[config.mk]
export PLATFORM = sky130hd
export DESIGN_NAME = alu_sequencer
export DESIGN_NICKNAME = d
export VERILOG_FILES = /design/src/rtl/alu_pkg.sv /design/src/rtl/btn_debounce.sv /design/src/rtl/alu_sequencer.sv
export SDC_FILE = /design/constraint.sdc
export NUM_CORES = 1
export LEC_CHECK = 0
export ABC_AREA = 1
export CORE_UTILIZATION = 54
export CTS_BUF_LIST = sky130_fd_sc_hd__clkbuf_4
export DETAILED_ROUTE_END_ITERATION = 10
export PLACE_DENSITY = 0.82
export SYNTH_ARGS = -nofsm -noshare
export SYNTH_HDL_FRONTEND = slang
export SYNTH_SLANG_ARGS = --single-unit
[constraint.sdc]
create_clock -name clk -period 2.6 [get_ports clk]
set_clock_uncertainty 0.1 [all_clocks]
set_input_delay 0.52 -clock clk [delete_from_list [all_inputs] [get_ports clk]]
set_output_delay 0.52 -clock clk [all_outputs]
set_load 0.02 [all_outputs]
[src/rtl/alu_pkg.sv]
// Shared opcode encoding, default operand width and sequencer FSM state type for the ALU sequencer.
// Optional accumulator mode is selected in the top with macro ALU_SEQ_ACC_EN.
package alu_pkg;

    localparam int ALU_W = 8;

    typedef enum logic [3:0] {
        OP_ADD  = 4'd0,
        OP_SUB  = 4'd1,
        OP_SHL  = 4'd2,
        OP_SHR  = 4'd3,
        OP_CMP  = 4'd4,
        OP_AND  = 4'd5,
        OP_OR   = 4'd6,
        OP_XOR  = 4'd7,
        OP_NAND = 4'd8,
        OP_NOR  = 4'd9,
        OP_XNOR = 4'd10,
        OP_INV  = 4'd11,
        OP_NEG  = 4'd12,
        OP_STO  = 4'd13,
        OP_SWP  = 4'd14,
        OP_LOAD = 4'd15
    } opcode_t;

    typedef enum logic [1:0] {
        IDLE     = 2'd0,
        SETTLE   = 2'd1,
        COMMIT   = 2'd2,
        WAIT_REL = 2'd3
    } state_t;

    // Opcodes whose mux result is committed to R.
    function automatic logic is_arith(input opcode_t op);
        return (op <= OP_NEG);
    endfunction

endpackage

[src/rtl/btn_debounce.sv]
// Pushbutton conditioner: 2-flop synchronizer plus saturating stability counter.
// Output level flips only after DB_CYCLES consecutive samples disagree with it; it resets high.
module btn_debounce #(
    parameter int DB_CYCLES = 1000000
) (
    input  logic clk,
    input  logic rst,
    input  logic i_raw,
    output logic o_level
);

    localparam int CW = $clog2(DB_CYCLES);
    localparam logic [CW-1:0] CNT_MAX = CW'(DB_CYCLES - 1);

    logic          r_sync1;
    logic          r_sync2;
    logic          r_level;
    logic [CW-1:0] r_cnt;

    always_ff @(posedge clk or posedge rst) begin
        if (rst) begin
            r_sync1 <= 1'b1;
            r_sync2 <= 1'b1;
            r_level <= 1'b1;
            r_cnt   <= '0;
        end else begin
            r_sync1 <= i_raw;
            r_sync2 <= r_sync1;
            if (r_sync2 == r_level) begin
                r_cnt <= '0;
            end else if (r_cnt == CNT_MAX) begin
                // This sample is the DB_CYCLES-th consecutive disagreement.
                r_level <= r_sync2;
                r_cnt   <= '0;
            end else begin
                r_cnt <= r_cnt + 1'b1;
            end
        end
    end

    assign o_level = r_level;

endmodule

[src/rtl/alu_sequencer.sv]
// ALU register file and one-operation-per-press sequencer; optional accumulator mode via ALU_SEQ_ACC_EN.
// Latency: press at t, select valid t+1, done during t+2, registers visible t+3; btnU aborts into WAIT_REL.
module alu_sequencer
    import alu_pkg::*;
#(
    parameter int DB_CYCLES = 1000000,
    parameter int W         = ALU_W
) (
    input  logic         clk,
    input  logic         btnU,
    input  logic         btnC,
    input  logic [3:0]   sel_in,
    input  logic [W-1:0] din,
    input  logic [W-1:0] y_in,
    output logic [W-1:0] alu_a,
    output logic [W-1:0] alu_b,
    output logic [3:0]   alu_sel,
    output logic [W-1:0] r_out,
    output logic         busy,
    output logic         done
);

    logic         w_db_level;
    logic         w_press;
    logic         w_accept;
    logic         w_commit;
    logic         w_release;
    state_t       r_state;
    state_t       w_state_nxt;
    logic         r_db_prev;
    opcode_t      r_sel;
    logic [W-1:0] r_din_q;
    logic [W-1:0] r_a;
    logic [W-1:0] r_b;
    logic [W-1:0] r_r;
    logic         r_busy;

    btn_debounce #(.DB_CYCLES(DB_CYCLES)) u_db_c (
        .clk     (clk),
        .rst     (btnU),
        .i_raw   (btnC),
        .o_level (w_db_level)
    );

    // Previous level resets high to match the debouncer, so no spurious edge after reset.
    assign w_press = w_db_level & ~r_db_prev;

    always_comb begin
        w_state_nxt = r_state;
        w_accept    = 1'b0;
        w_commit    = 1'b0;
        w_release   = 1'b0;
        case (r_state)
            IDLE: begin
                if (w_press) begin
                    w_accept    = 1'b1;
                    w_state_nxt = SETTLE;
                end
            end
            SETTLE:   w_state_nxt = COMMIT;
            COMMIT: begin
                w_commit    = 1'b1;
                w_state_nxt = WAIT_REL;
            end
            WAIT_REL: begin
                if (!w_db_level) begin
                    w_release   = 1'b1;
                    w_state_nxt = IDLE;
                end
            end
            default:  w_state_nxt = WAIT_REL;
        endcase
    end

    always_ff @(posedge clk or posedge btnU) begin
        if (btnU) begin
            r_state   <= WAIT_REL;
            r_db_prev <= 1'b1;
            r_busy    <= 1'b0;
            r_sel     <= OP_ADD;
            r_din_q   <= '0;
        end else begin
            r_state   <= w_state_nxt;
            r_db_prev <= w_db_level;
            if (w_accept) begin
                r_sel   <= opcode_t'(sel_in);
                r_din_q <= din;
                r_busy  <= 1'b1;
            end else if (w_release) begin
                r_busy  <= 1'b0;
            end
        end
    end

    always_ff @(posedge clk or posedge btnU) begin
        if (btnU) begin
            r_a <= '0;
            r_b <= '0;
            r_r <= '0;
        end else if (w_commit) begin
            if (is_arith(r_sel)) begin
                r_r <= y_in;
`ifdef ALU_SEQ_ACC_EN
                r_a <= y_in;
`endif
            end else begin
                case (r_sel)
                    OP_STO:  r_a <= r_b;
                    OP_SWP: begin
                        r_a <= r_b;
                        r_b <= r_a;
                    end
                    OP_LOAD: r_b <= r_din_q;
                    default: ;
                endcase
            end
        end
    end

    assign alu_a   = r_a;
    assign alu_b   = r_b;
    assign alu_sel = r_sel;
    assign r_out   = r_r;
    assign busy    = r_busy;
    assign done    = (r_state == COMMIT);

endmodule

==> flow_summary.rst <==
.. list-table::
   :header-rows: 1

   * - Metric
     - Value
   * - Unrepaired setup endpoints after global routing
     - false
   * - Share of total power consumed by net switching
     - 24.5%
   * - Startpoint of the worst-slack reg-to-reg timing path
     - r_state[1]$_DFFE_PP1P_
   * - Die Outline Area
     - approximately 5600 um2
   * - Vias in the first global route
     - roughly 2200
   * - Longest individual stage delay on the worst path
     - ~0.56 ns
   * - Portion of total power attributed to sequential cells
     - between 60% and 70%
   * - Critical path required time
     - between 1.5 and 2 ns
   * - Transition time of the tightest slew-check pin
     - 0.563 ns
   * - Proportion of power drawn by combinational gates
     - 6.1%
   * - Total number of H-tree levels
     - 3
   * - Combinational family with the most area after synthesis
     - simple AND/OR/NAND/NOR gates
   * - Post-cts resize count
     - 0
   * - Largest fanout on the critical path
     - 4
   * - Multiplexer area fraction after synthesis
     - 3.93%
   * - Worst-Skew Late Latency
     - ~0.41 ns
   * - GRT Residual Overflow
     - 0
   * - Arrival time at the worst endpoint
     - between 1.5 and 2 ns
   * - Number of enable-type register cells in the synthesized netlist
     - 0
   * - Final antenna diode count
     - 0
   * - Detailed-route via count
     - 2287
   * - Setup Fix Bufs, Post-CTS
     - 0
   * - Number of sinks handled by clock tree synthesis
     - 63
   * - Initial detailed-routing violation count
     - 129
   * - Average detailed-routed wire length per instance
     - 13.0 um
   * - Beginning of the critical path
     - r_state[0]$_DFFE_PP1P_
   * - Setup total negative slack
     - 0 ns
   * - Destination of the worst register-to-register timing path
     - alu_a[1]$_DFFE_PP0P_
   * - CTS clock-pin slew for the worst setup and hold paths
     - 0.10 ns
   * - Synthesis-stage register bit count
     - 63
   * - Filler cell count
     - 405
   * - Buffers from clock root to sink, at most
     - 2
   * - Count of cells along the worst register-to-register path
     - 3
   * - Fraction of layout cells with a size suffix above 1
     - between 10% and 20%
   * - Kind of end point of the critical path
     - primary output
   * - Count of standard-cell rows
     - 26
   * - Minimum clock period
     - 2.45 ns
   * - Post-synthesis instance area
     - 2860 um2
   * - Maximum frequency from static timing analysis
     - 408 MHz
   * - Final HPWL DP
     - 4.21 mm
   * - Synth async-reset ratio
     - 100%
   * - Core area
     - 5110 um2
   * - Worst Hold Margin
     - between 0.2 and 0.3 ns
   * - Peak supply drop
     - roughly 400 uV
   * - Tightest Hold Check Type
     - reg -> reg
   * - Initial antenna violation count
     - 0
   * - Die Span Y
     - 74.8 um
   * - Area of all placed cells without fillers
     - between 3000 and 4000 um2
   * - Clk network pwr share
     - about a third
   * - Die Wd
     - approximately 75 um
   * - Final period utilization
     - between 90% and 100%
   * - Final antenna-violating net count
     - 0
   * - Clock Tree Root
     - sky130_fd_sc_hd__clkbuf_4
   * - Power per cell area
     - around 460 nW/um2
   * - Layout-stage area growth over the synthesis result
     - 25.1%
   * - Number of nets in the synthesized netlist
     - roughly 350
   * - Share of the synthesized area in compound gates (AO/OA/AOI/OAI)
     - slightly above 8%
   * - CTS tree
     - built
   * - Number of hold buffers added after CTS
     - 0
   * - Max-Cap Viols
     - 0
   * - Worst slew slack as a fraction of its limit
     - 62.3%
   * - First-pass GRT wire length
     - between 9 and 10 mm
   * - Worst Setup Path Type
     - reg -> out
   * - Flip-flop cell with the highest count after synthesis
     - sky130_fd_sc_hd__dfrtp_1
   * - Cell-by-cell listing of the critical path
     - inv_1 > ha_1 > clkdlybuf4s50_1
   * - Post-layout nets
     - 408
   * - Number of stages on the worst setup path
     - 3
   * - Overall global routing resource usage
     - 23.9%
   * - Max-slew violation total from the final report
     - 0
   * - Final Hold Viols
     - 0
   * - Critical-path cell with the highest stage delay
     - sky130_fd_sc_hd__clkdlybuf4s50_1
   * - Buffers plus inverters on the worst setup path
     - 2
   * - Share of synthesized cell area in full adder, half adder and majority cells
     - 1.75%
   * - Number of port buffers
     - 52
   * - Sequential element share of the synthesized area
     - 55.3%
   * - Total iterations of the first detailed-routing run
     - 4
   * - RePlAce Congestion
     - 0.849
   * - Synthesized area divided by synthesized cell count
     - between 8 and 9 um2
   * - Endpoint of the worst setup timing path
     - done
   * - Cell area after placement
     - approximately 3500 um2
   * - Outcome
     - completed
   * - Initial Util
     - roughly 56%
   * - Setup violation total in the final timing report
     - 0
   * - Number of CTS-inserted buffers
     - 9
   * - Gate count after technology mapping
     - 319
   * - Kind of start point of the critical path
     - flop
   * - Total I/O pin count
     - 53
   * - Internal Dissipation
     - 0.00124 W
   * - Leak Pwr
     - 1.60 nW
   * - Register-to-register setup slack
     - between 0.8 and 0.9 ns
   * - Unique cell type count in the Yosys netlist
     - 27
   * - DRC viols
     - 0
   * - Xor/xnor cell area share of the yosys netlist
     - ~4%
   * - Pin count of the biggest net entering global routing
     - 27
   * - Number of synthesis warnings
     - 0
   * - Delay-heaviest family, CP
     - buffers and inverters
   * - Simple-gate share of the synthesized area
     - just over 20%
   * - Routed Wire Length
     - 5.90 mm
   * - Via/cell ratio
     - 5.03
   * - Net load switching power
     - between 0.0004 and 0.0005 W
## kinds of logic after synthesis
logic type,after synthesis
and+or+nand+nor,141
buffers and inverters,45
muxes,10
AOI/OAI and AO/OA,44
adders and majority gates,4
xor gates and xnor gates,12
DFF,63
## how the worst min path moves through the flow
stage                                         from                        to  slack [ns]  cells past startpoint
after global placement    u_db_c.r_sync1$_DFF_PP1_  u_db_c.r_sync2$_DFF_PP1_        0.25                      0
after CTS                 u_db_c.r_sync1$_DFF_PP1_  u_db_c.r_sync2$_DFF_PP1_        0.25                      0
after global routing      u_db_c.r_sync1$_DFF_PP1_  u_db_c.r_sync2$_DFF_PP1_        0.25                      0
final                     u_db_c.r_sync1$_DFF_PP1_  u_db_c.r_sync2$_DFF_PP1_        0.25                      0
after floorplan           u_db_c.r_sync1$_DFF_PP1_  u_db_c.r_sync2$_DFF_PP1_        0.25                      0
after detailed placement  u_db_c.r_sync1$_DFF_PP1_  u_db_c.r_sync2$_DFF_PP1_        0.25                      0
## flip-flops by register name, summed over array words and instances (netlist names), 2 cells and up
signal        cells
u_db_c.r_cnt     20
r_din_q           8
r_state           2
alu_sel           4
alu_b             8
r_out             8
alu_a             8
## layout by cell type, fill, tap and decap left out, types with 2 or more instances in the layout
cell type	synthesis	layout
sky130_fd_sc_hd__nor2_1	59	59
sky130_fd_sc_hd__dfrtp_1	57	57
sky130_fd_sc_hd__nand2_1	55	55
sky130_fd_sc_hd__clkdlybuf4s50_1	0	52
sky130_fd_sc_hd__inv_1	39	38
sky130_fd_sc_hd__o21ai_0	23	23
sky130_fd_sc_hd__nand3_1	16	16
sky130_fd_sc_hd__mux2_2	10	10
sky130_fd_sc_hd__clkbuf_4	0	10
sky130_fd_sc_hd__o21ai_1	8	8
sky130_fd_sc_hd__o22ai_1	8	8
sky130_fd_sc_hd__xor2_1	7	7
sky130_fd_sc_hd__dfstp_2	6	6
sky130_fd_sc_hd__a21oi_1	5	5
sky130_fd_sc_hd__xnor2_1	4	4
sky130_fd_sc_hd__ha_1	4	4
sky130_fd_sc_hd__clkinv_2	0	3
sky130_fd_sc_hd__buf_4	1	3
sky130_fd_sc_hd__nand4_1	2	2
sky130_fd_sc_hd__nor3_1	2	2
sky130_fd_sc_hd__and2_1	2	2
sky130_fd_sc_hd__inv_2	1	2
## power by group through the flow
stage | Clock (W) | Combinational (W) | Sequential [W]
6_report | 0.000539 | 0.0000996 | 0.00101
3_3_place_gp | 0 | 0.0000991 | 0.00102
5_1_grt | 0.000602 | 0.000112 | 0.00101
3_5_place_dp | 0 | 0.000102 | 0.00102
2_1_floorplan | 0 | 0.0000412 | 0.00103
4_1_cts | 0.000555 | 0.000102 | 0.00101
## layer usage
| metal | global-route usage (%) | vias to the layer above | routed length [um] |
|---|---|---|---|
| met3 | 8.57 | 9 | 377 |
| met5 | 0 | - | 0 |
| met1 | 28.3 | 1074 | 2550 |
| met2 | 39.3 | 69 | 2880 |
| met4 | 10.5 | 0 | 85 |
| li1 | - | 1135 | - |
## worst reg2reg max path, stage by stage (launching register included)
cell and delay [ns]:
sky130_fd_sc_hd__dfstp_2 0.56, sky130_fd_sc_hd__ha_1 0.23, sky130_fd_sc_hd__nand3_1 0.44, sky130_fd_sc_hd__o21ai_0 0.35
## cell type report
class / instances / area [um2] / area share (%)
Clock buffer: 10 / 75.1 / 2.10
Clock inverter: 5 / 26.3 / 0.734
Inverter: 40 / 150 / 4.19
Multi-Input combinational cell: 211 / 1090 / 30.6
Sequential cell: 63 / 1580 / 44.2
Tap cell: 70 / 87.6 / 2.45
Timing Repair Buffer: 56 / 563 / 15.7
## cell usage after synthesis (2+ instances only)
cell type                 number  area share [%]
sky130_fd_sc_hd__inv_1        39             5.1
sky130_fd_sc_hd__nand2_1      55             7.2
sky130_fd_sc_hd__o22ai_1       8             1.7
sky130_fd_sc_hd__o21ai_1       8             1.4
sky130_fd_sc_hd__ha_1          4             1.7
sky130_fd_sc_hd__o21ai_0      23             4.0
sky130_fd_sc_hd__nor3_1        2            0.35
sky130_fd_sc_hd__a21oi_1       5            0.87
sky130_fd_sc_hd__nor2_1       59             7.7
sky130_fd_sc_hd__and2_1        2            0.44
sky130_fd_sc_hd__dfstp_2       6             5.5
sky130_fd_sc_hd__xor2_1        7             2.1
sky130_fd_sc_hd__buf_2         3            0.52
sky130_fd_sc_hd__mux2_2       10             3.9
sky130_fd_sc_hd__nand3_1      16             2.8
sky130_fd_sc_hd__dfrtp_1      57              50
sky130_fd_sc_hd__nand4_1       2            0.44
sky130_fd_sc_hd__xnor2_1       4             1.2
## stage by stage
stage,total power [W],instances,setup WS (ns),utilization [%]
6_report,0.00164,455,0.148,70.1
5_1_grt,0.00172,455,0.0688,70.1
4_1_cts,0.00166,455,0.123,70.1
3_5_place_dp,0.00113,440,0.588,68.1
3_3_place_gp,0.00112,440,0.628,68.1
2_1_floorplan,0.00107,319,0.420,-
Note: power is estimated with default switching activity, not from simulation.
